[config.mk]
export PLATFORM = sky130hd
export DESIGN_NAME = capture_rle_expand
export DESIGN_NICKNAME = d
export VERILOG_FILES = /design/src/rtl/capture_rle_expand.sv
export SDC_FILE = /design/constraint.sdc
export NUM_CORES = 1
export LEC_CHECK = 0
export CELL_PAD_IN_SITES_DETAIL_PLACEMENT = 1
export CELL_PAD_IN_SITES_GLOBAL_PLACEMENT = 1
export CORE_MARGIN = 3
export CORE_UTILIZATION = 31
export DETAILED_ROUTE_END_ITERATION = 7
export PLACE_DENSITY_LB_ADDON = 0.1
export SETUP_SLACK_MARGIN = 0.2
export SYNTH_ARGS = -nofsm -noshare
export SYNTH_HDL_FRONTEND = slang
export SYNTH_SLANG_ARGS = --single-unit
[constraint.sdc]
create_clock -name clk_i -period 3.4 [get_ports clk_i]
set_input_delay 0.68 -clock clk_i [delete_from_list [all_inputs] [get_ports clk_i]]
set_output_delay 0.68 -clock clk_i [all_outputs]
set_load 0.005 [all_outputs]
[src/rtl/capture_rle_expand.sv]
// Capture RLE word expander: pops run-length words from the capture FIFO
// and emits one sample per cycle. Optional stats: CAPTURE_RLE_EXPAND_STATS_EN.
module capture_rle_expand #(
    parameter int SAMPLE_W = 16,
    parameter int COUNT_W  = 15
) (
    input  logic                clk_i,
    input  logic                rst_i,
    input  logic                enable_i,
    input  logic [31:0]         in_data_i,
    input  logic                in_empty_i,
    output logic                in_pop_o,
    output logic                out_valid_o,
    output logic [SAMPLE_W-1:0] out_data_o,
    input  logic                out_accept_i,
    output logic                busy_o,
    output logic [15:0]         drop_count_o,
    output logic [31:0]         sample_count_o
);

    typedef enum logic {
        S_IDLE,
        S_EXPAND
    } state_t;

    state_t              r_state;
    state_t              w_state_nxt;
    logic [SAMPLE_W-1:0] r_word;
    logic [COUNT_W-1:0]  r_remain;
    logic [15:0]         r_drop;

    logic w_valid;
    logic w_last;
    logic w_load;
    logic w_run;
    logic w_step;

    assign w_valid = (r_state == S_EXPAND);
    assign w_last  = (r_remain == '0);
    assign w_run   = in_data_i[31];
    // A new word may enter when idle, or when the final sample of the
    // current run is being accepted this very cycle (no bubble).
    assign w_load  = ~rst_i & enable_i & ~in_empty_i
                   & (~w_valid | (out_accept_i & w_last));
    assign w_step  = w_valid & out_accept_i & ~w_last;

    assign in_pop_o     = w_load;
    assign out_valid_o  = w_valid;
    assign out_data_o   = r_word;
    assign busy_o       = w_valid;
    assign drop_count_o = r_drop;

    // State register.
    always_ff @(posedge clk_i) begin
        if (rst_i) begin
            r_state <= S_IDLE;
        end else begin
            r_state <= w_state_nxt;
        end
    end

    // Next state: a popped run word starts EXPAND; a marker or finished run idles.
    always_comb begin
        w_state_nxt = r_state;
        if (w_load) begin
            w_state_nxt = w_run ? S_EXPAND : S_IDLE;
        end else if (w_valid && out_accept_i && w_last) begin
            w_state_nxt = S_IDLE;
        end
    end

    // Run value and remaining-sample counter.
    always_ff @(posedge clk_i) begin
        if (rst_i) begin
            r_word   <= '0;
            r_remain <= '0;
        end else if (w_load && w_run) begin
            r_word   <= in_data_i[SAMPLE_W-1:0];
            r_remain <= in_data_i[SAMPLE_W+COUNT_W-1:SAMPLE_W];
        end else if (w_step) begin
            r_remain <= r_remain - COUNT_W'(1);
        end
    end

    // Saturating count of discarded marker words.
    always_ff @(posedge clk_i) begin
        if (rst_i) begin
            r_drop <= '0;
        end else if (w_load && !w_run && r_drop != 16'hFFFF) begin
            r_drop <= r_drop + 16'd1;
        end
    end

`ifdef CAPTURE_RLE_EXPAND_STATS_EN
    logic [31:0] r_samples;

    // Saturating count of samples handed downstream.
    always_ff @(posedge clk_i) begin
        if (rst_i) begin
            r_samples <= '0;
        end else if (w_valid && out_accept_i && r_samples != 32'hFFFF_FFFF) begin
            r_samples <= r_samples + 32'd1;
        end
    end

    assign sample_count_o = r_samples;
`else
    assign sample_count_o = '0;
`endif

endmodule

### Yosys cells after proc, flatten, opt, wreduce, memory -nomap -nowiden

Cells that the tools add are included.

| storage, ports and cells | value |
|---|---|
| register bits | 48 |
| input port bits | 37 |
| output and inout bits | 67 |
| word-level logic and storage cells | 32 |

| operators by class | value |
|---|---|
| $add $sub $neg | 2 |
| equal/unequal tests | 1 |
| multiplexer cells | 5 |
| bitwise gates (word level) | 11 |
| reductions and logical operators | 9 |

Operator list:

| operator | count |
|---|---|
| 2-to-1 mux 15 bit | 2 |
| adder 16 x 1 -> 16 bit (second input constant) | 1 |
| != test 16 bit (second input constant) | 1 |
| logical NOT 15 bit | 1 |
| subtractor 15 x 1 -> 15 bit (second input constant) | 1 |
| AND 1 bit | 6 |
| logical AND 1 bit | 5 |
| inverter 1 bit | 4 |
| nonzero test 2 bit | 2 |
| 2-to-1 mux 1 bit | 3 |
| logical NOT 1 bit | 1 |
| OR 1 bit | 1 |

### Depth between registers and ports, before layout

Gate-level depths: netlist of run 1.

| logic depth | value |
|---|---|
| depth after elaboration | 6 |
| mapped depth | 9 |
| mapped depth without buffers | 7 |

### Least setup slack after synthesis of run 1

OpenSTA, ideal clock, no wires.

| timing | value |
|---|---|
| kind | in2reg |
| start point | in out_accept_i |
| end point | reg r_drop[14] (netlist: drop_count_o[14]) |
| library setup time | 0.070 ns |
| data arrival time | 2.380 ns |
| required time | 3.330 ns |
| path slack | 0.949 ns |
| stages | 6 |
| path buffers | 1 |
| cell sequence | or3b_2 o41ai_4 nand3b_4 buf_6 or4_1 a21oi_1 |

| on the way | value |
|---|---|
| word-level cells in the longest chain between the ends | 5 |

RTL lines:

| item | line | source |
|---|---|---|
| from (decl) | 15 | `input logic out_accept_i,` |
| AND 1 bit | 44 | `& (~w_valid \| (out_accept_i & w_last));` |
| OR 1 bit | 44 |  |
| AND 1 bit | 44 |  |
| logical AND 1 bit (2 in a row) | 89 | `end else if (w_load && !w_run && r_drop != 16'hFFFF) begin` |
| to (signal assigned) | 90 | `r_drop <= r_drop + 16'd1;` |
| to (decl) | 30 | `logic [15:0] r_drop;` |

No other way between the ends.
A chain may end at the register's enable or synchronous reset.

### Final worst setup path of run 1

| timing | value |
|---|---|
| start point | reg r_remain[0] |
| end point | out in_pop_o |

| on the way | value |
|---|---|
| word-level cells in the longest chain between the ends | 4 |

RTL lines:

| item | line | source |
|---|---|---|
| from (decl) | 29 | `logic [COUNT_W-1:0] r_remain;` |
| from (signal assigned) | 79 | `r_remain <= in_data_i[SAMPLE_W+COUNT_W-1:SAMPLE_W];` |
| from (signal assigned) | 81 | `r_remain <= r_remain - COUNT_W'(1);` |
| logical NOT 15 bit | 39 | `assign w_last = (r_remain == '0);` |
| AND 1 bit | 44 |  |
| OR 1 bit | 44 |  |
| AND 1 bit | 44 |  |
| to (decl) | 12 | `output logic in_pop_o,` |

No other way between the ends.

==> out/results.ini, run 1 <==
[status]
status = completed

[detailed_routing]
viasPerCell = 5.081
drc_errors = 0
avgRoutedWirePerCell_um = 15.13
vias = 2510
wirelength_um = 7474
first_pass_iters = 4
drtIter0Drc = 58
antenna_left = 0

[clock_tree]
tritoncts = done
hold_buffers = 0
clk_latency_ns = 0.30
clock-sinks = 48
ctsRootBufferMaster = clkbuf_8
cts_buffers = 5
clkTransAtPathRegs_ns = 0.10
ctsHtreeMaxLevel = 2
cts_max_path_buffers = 2

[global_route]
grt_max_degree = 43
gr-usage-met1 = 0.1969
use_met2 = 0.2361
grt-busiest-layer = met2
grt_usage = 0.1494
grt-ovfl-total = 0
grt_pass1_vias = 2434
use_met3 = 0.05500
grt_pass1_wl_um = 12000
antenna_found_initial = 0

[synthesis]
synth_cell_types = 50
ys.flop_type = dfxtp_1
synth-edff-count = 0
avgSynthCellArea_um2 = 8.148
yosys_warnings = 0
yosysTopAreaCellShare = 0.3662
mappedNetlistArea_mm2 = 0.002624
ys_seq_area_frac = 0.3662
synth_top_cell_by_area = dfxtp_1
yosys-top-cells-area = dfxtp_1, buf_4, nand2_1
syn_inst = 322
ys_ff_latch = 48
synth_async_sr_flop_share = 0

[timing]
setup_slack_ns = 0.3196
relSlewSlack = 0.3711
setup_viol = 0
setup_tns_ns = 0
final.period_utilization = 0.9060
fmax_mhz = 324.6
rsz0062_at_grt = no
drv_slew = 0
fin_worst_skew_ns = 0.01073
period_needed_ns = 3.080
tightest_slew_ns = 0.9286
hold_viol_final = 0

[worst_setup_path]
cp-end-kind = output port
cp_max_fo = 4
cp-start-kind = flip-flop
cp.arrival_ns = 2.40
crit_required_ns = 2.72
crit_type = flip-flop to output port

[power_and_ir_drop]
ir_drop_mv = 0.1476
powerDensity_mw_per_mm2 = 331.9
totalPowerFinal_mw = 1.140
power_leakage_nw = 1.183

[job]
max-cap-violations = 0

[floorplanning]
die_x_um = 98
fp.dieArea_mm2 = 0.009604
row_count = 32
ios = 104
core_area_mm2 = 0.007968
die-height_um = 98
initial_utilization = 0.3293

[cells_and_area]
layout-drive-gt1-share = 0.06888
nFillCells = 980
final_util = 0.4312
syn2layout_area_growth_pct = 30.95
diodes = 0
final_cell_area_mm2 = 0.003436
num-nets-final = 431

[placement]
port_buffers = 71
dp.final_hpwl_um = 5327
post-place-ws_ns = 0.1276
place_area_mm2 = 0.003313
routabilityCongestion = 0.8065

[min_path]
hp-class = flip-flop to flip-flop

-- logic make-up after synthesis --
family / after synthesis / share of synthesized area
flops: 48 / 0.3662
xor+xnor: 10 / 0.03338
other cells: 1 / 0.001429
simple gates: 126 / 0.2451
compound gates: 76 / 0.2003
fa+ha+maj: 3 / 0.01431
mux: 2 / 0.008107
buf+inv: 56 / 0.1311
-- final cells by class --
type                    instances  area [um^2]  area share
multi-input cells             249         1444      0.4202
flip-flops and latches         48        960.9      0.2797
repair buffers                 80        780.7      0.2272
well taps                     102        127.6     0.03714
clock buffers                   6        82.58     0.02403
inverters                       7        26.28    0.007647
clock inverters                 2        13.76    0.004006
-- placed cells by master, fill, tap and decap left out, drive strengths merged, types with 4 or more instances in the layout --
cell	Yosys	final
nor3	6	6
nor2	22	22
or4	12	12
buf	36	9
nand4	4	4
conb	1	32
clkdlybuf4s50	0	70
nand3	9	9
a21oi	31	31
inv	7	8
o21a	4	4
xor2	7	7
clkbuf	13	6
nor4	4	4
o21ai	4	4
o31ai	7	7
nand2	50	50
or3	5	5
dfxtp	48	48
o41ai	5	5
a211oi	9	9
-- final timing paths --
kind | start | end | slack [ns] | cells after the start
setup / recovery | r_remain[0] | in_pop_o | 0.32 | 6
hold / removal | out_data_o[8] | out_data_o[8] | 0.46 | 2
setup reg to reg | r_remain[0] | drop_count_o[11] | 0.79 | 8
hold reg to reg | out_data_o[8] | out_data_o[8] | 0.46 | 2
-- critical path, stage by stage (launching register included) --
cell             delay, ns
dfxtp_1               0.36
inv_1                 0.09
ha_1                  0.16
or4b_4                0.50
o41ai_4               0.31
and2_4                0.20
clkdlybuf4s50_1       0.49
-- timing repair --
item	in CTS	in global routing
endpoints found under the setup margin	1	1
buffers inserted	1	1
resized for setup	1	3
-- report_power, final --
part           switching, mW  leakage (nW)  internal, mW
Combinational         0.0863         0.743        0.0878
Sequential            0.0143         0.388         0.575
Clock                  0.210        0.0516         0.167
Total                  0.310          1.18         0.830
-- Yosys cell counts (all sizes together) (4+ instances only) --
cell and count:
nand2 50, dfxtp 48, buf 36, a21oi 31
nor2 22, clkbuf 13, or4 12, a211oi 9
nand3 9, inv 7, o31ai 7, xor2 7
nor3 6, o41ai 5, or3 5, nand4 4
nor4 4, o21a 4, o21ai 4
-- registers in the layout (all words and copies together), names as in the netlist --
name and count:
busy_o 1, out_data_o 16, r_remain 15, drop_count_o 16
-- stage by stage --
stage / hold slack (ns) / instances
finish: 0.4606 / 494
global route: 0.4820 / 494
CTS: 0.4638 / 493
detailed placement: 0.4493 / 484
global placement: 0.4409 / 484
floorplan: 0.4527 / 353
-- metal layers --
layer  vias to the layer above  wire length, um
li1                       1227                -
met5                         -                0
met3                         4              553
met4                         0               41
met1                      1211             3360
met2                        68             3519
Power figures use the tool's default switching activity.
==> run 2: changes to the inputs <==
--- a/config.mk
+++ b/config.mk
@@ -5,10 +5,11 @@
 export SDC_FILE = /design/constraint.sdc
 export NUM_CORES = 1
 export LEC_CHECK = 0
+export ABC_AREA = 1
 export CELL_PAD_IN_SITES_DETAIL_PLACEMENT = 1
-export CELL_PAD_IN_SITES_GLOBAL_PLACEMENT = 1
+export CELL_PAD_IN_SITES_GLOBAL_PLACEMENT = 2
 export CORE_MARGIN = 3
-export CORE_UTILIZATION = 31
+export CORE_UTILIZATION = 24
 export DETAILED_ROUTE_END_ITERATION = 7
 export PLACE_DENSITY_LB_ADDON = 0.1
 export SETUP_SLACK_MARGIN = 0.2
==> run 2 against run 1 <==
  * Area after synthesis is 17% higher
  * Final cell count is 36% higher
  * Hold slack better by 0.011 ns
  * First-iteration DRC count is 60% higher
  * Total power is 19% higher
  * Maximum frequency is 9.5% higher
  * Critical endpoint unchanged
==> out/results.ini, run 2 <==
[clock_tree]
cts_setup_buffers = 0
clock-sinks = 48
clkTransAtPathRegs_ns = 0.07
tritoncts = done
cts_resized = 0
hold_buffers = 0
ctsRootBufferMaster = clkbuf_16
cts_buffers = 5
clk_latency_ns = 0.29
cts_max_path_buffers = 2
ctsHtreeMaxLevel = 2

[timing]
rsz0062_at_grt = no
drv_slew = 0
setup_viol = 0
setup_tns_ns = 0
final.period_utilization = 0.8272
fmax_mhz = 355.5
fin_worst_skew_ns = 0.008076
tightest_slew_ns = 0.5876
period_needed_ns = 2.813
hold_viol_final = 0
relSlewSlack = 0.6072
fin_hold_ws_ns = 0.4714

[worst_setup_path]
cp.arrival_ns = 2.13
cp-start-kind = primary input
crit_required_ns = 2.72
cp_max_fo = 15
cp-end-kind = output port
crit_type = primary input to output port

[global_route]
grt_usage = 0.1330
antenna_found_initial = 0
grt_pass1_wl_um = 15280
grt_max_degree = 42
grt-ovfl-total = 0
grt_pass1_vias = 2926

[power_and_ir_drop]
p_seq_frac = 0.433
internal_power_uw = 974.4
totalPowerFinal_mw = 1.361
powerDensity_mw_per_mm2 = 345.4
power_leakage_nw = 1.592
pwr-share-comb = 0.174
p_sw_frac = 0.2842
clock_power_share = 0.393
ir_drop_mv = 0.1663
power.net_switching_uw = 386.9

[cells_and_area]
nFillCells = 1543
num-nets-final = 541
syn2layout_area_growth_pct = 28.52
final_common_cell = nand2_1
layout-drive-gt1-share = 0.1116
diodes = 0
layout_common_cells = nand2_1, clkdlybuf4s50_1, dfxtp_1

[synthesis]
ys_ff_latch = 48
avgSynthCellArea_um2 = 7.002
synth-xor-area-share = 0.06283
muxShareOfSynthArea = 0
yosys_warnings = 0
ys.flop_type = dfxtp_1
synth_top_family_by_area = simple AND/OR/NAND/NOR gates
synth_async_sr_flop_share = 0
synth_cell_types = 32
synth_most_common_cell = nand2_1
synth-compound-area-share = 0.09629
synth_top_cell_by_area = dfxtp_1
yosysTopAreaCellShare = 0.3133
synth_fa_ha_area_frac = 0.01224
synthSimpleGateAreaFrac = 0.3586
yosys-top-cells-count = nand2_1, dfxtp_1, nor2_1
yosys-top-cells-area = dfxtp_1, nand2_1, buf_4
syn_inst = 438
synth-edff-count = 0
mappedNetlistArea_mm2 = 0.003067
ys_seq_area_frac = 0.3133

[floorplanning]
core_area_mm2 = 0.01226
initial_utilization = 0.2501
fp.dieArea_mm2 = 0.01417
ios = 104
row_count = 40
die_x_um = 119.0
die-height_um = 119.0

[detailed_routing]
vias = 2888
antenna_left = 0
first_pass_iters = 4
wirelength_um = 9369
avgRoutedWirePerCell_um = 13.98
drc_errors = 0
viasPerCell = 4.310
drtIter0Drc = 93

[placement]
dp.final_hpwl_um = 6904
routabilityCongestion = 0.7516
port_buffers = 71

[min_path]
hp-class = flip-flop to flip-flop

[job]
max-cap-violations = 0

[status]
status = completed

## run 2: cell count changes after synthesis, moves of 9 or more
cell,change
nand2_1,+54
or4_1,-10
nand3_1,+27
nor2_1,+19
xor2_1,+9
inv_1,+25
nand2_2,+14
a211oi_1,-9
a21oi_2,+10
## run 2: worst paths after layout
kind,to,slack (ns),from,depth (start not counted)
worst max-delay path,in_pop_o,0.59,out_accept_i,6
worst min-delay path,out_data_o[0],0.47,out_data_o[0],2
worst max register to register,drop_count_o[1],1.30,drop_count_o[0],7
worst min register to register,out_data_o[0],0.47,out_data_o[0],2
## run 2: cell families (layout without fill, tap and decap cells)
family / count (synthesis) / in the layout
DFF: 48 / 48
xor gates and xnor gates: 22 / 22
and+or+nand+nor: 228 / 228
AOI/OAI and AO/OA: 51 / 51
buffers and inverters: 85 / 118
other: 1 / 32
adders and majority gates: 3 / 3
## run 2: area by class of cell
cell class              count  area, um^2  area share
clock inverters             2       13.76    0.003492
clock buffers               6       138.9     0.03524
inverters                  34       128.9     0.03270
well taps                 168       210.2     0.05333
multi-input cells         336        1745      0.4429
flip-flops and latches     48       960.9      0.2438
repair buffers             76       743.2      0.1886
## run 2: power by group through the flow
| stage | clock network, mW | registers [mW] | logic [mW] |
|---|---|---|---|
| 6_report | 0.535 | 0.589 | 0.237 |
| 5_1_grt | 0.580 | 0.591 | 0.269 |
| 4_1_cts | 0.558 | 0.589 | 0.241 |
| 3_5_place_dp | 0 | 0.602 | 0.241 |
| 3_3_place_gp | 0 | 0.602 | 0.239 |
| 2_1_floorplan | 0 | 0.599 | 0.176 |
## run 2: layer usage
| layer | global-route usage | vias up | routed length, um |
|---|---|---|---|
| met5 | 0 | - | 0 |
| met4 | 0.02390 | 0 | 44 |
| met3 | 0.04084 | 4 | 538 |
| met2 | 0.2176 | 64 | 4150 |
| met1 | 0.1742 | 1360 | 4634 |
| li1 | - | 1460 | - |
## run 2: critical path: stages
cell and delay (ns):
clkdlybuf4s50_1 0.52, nand3_2 0.11, nand2_4 0.20, nand2_4 0.08, inv_1 0.06, clkdlybuf4s50_1 0.49
## run 2: metrics by stage
| stage | std cells | cell area, um^2 | utilization | worst slack [ns] |
|---|---|---|---|---|
| final | 670 | 3941 | 0.3214 | 0.5875 |
| after global routing | 670 | 3941 | 0.3214 | 0.4812 |
| after CTS | 670 | 3941 | 0.3214 | 0.5665 |
| after detailed placement | 662 | 3789 | 0.3090 | 0.5721 |
| after global placement | 662 | 3789 | 0.3090 | 0.5758 |
| after floorplan | 469 | 3183 | - | 1.413 |
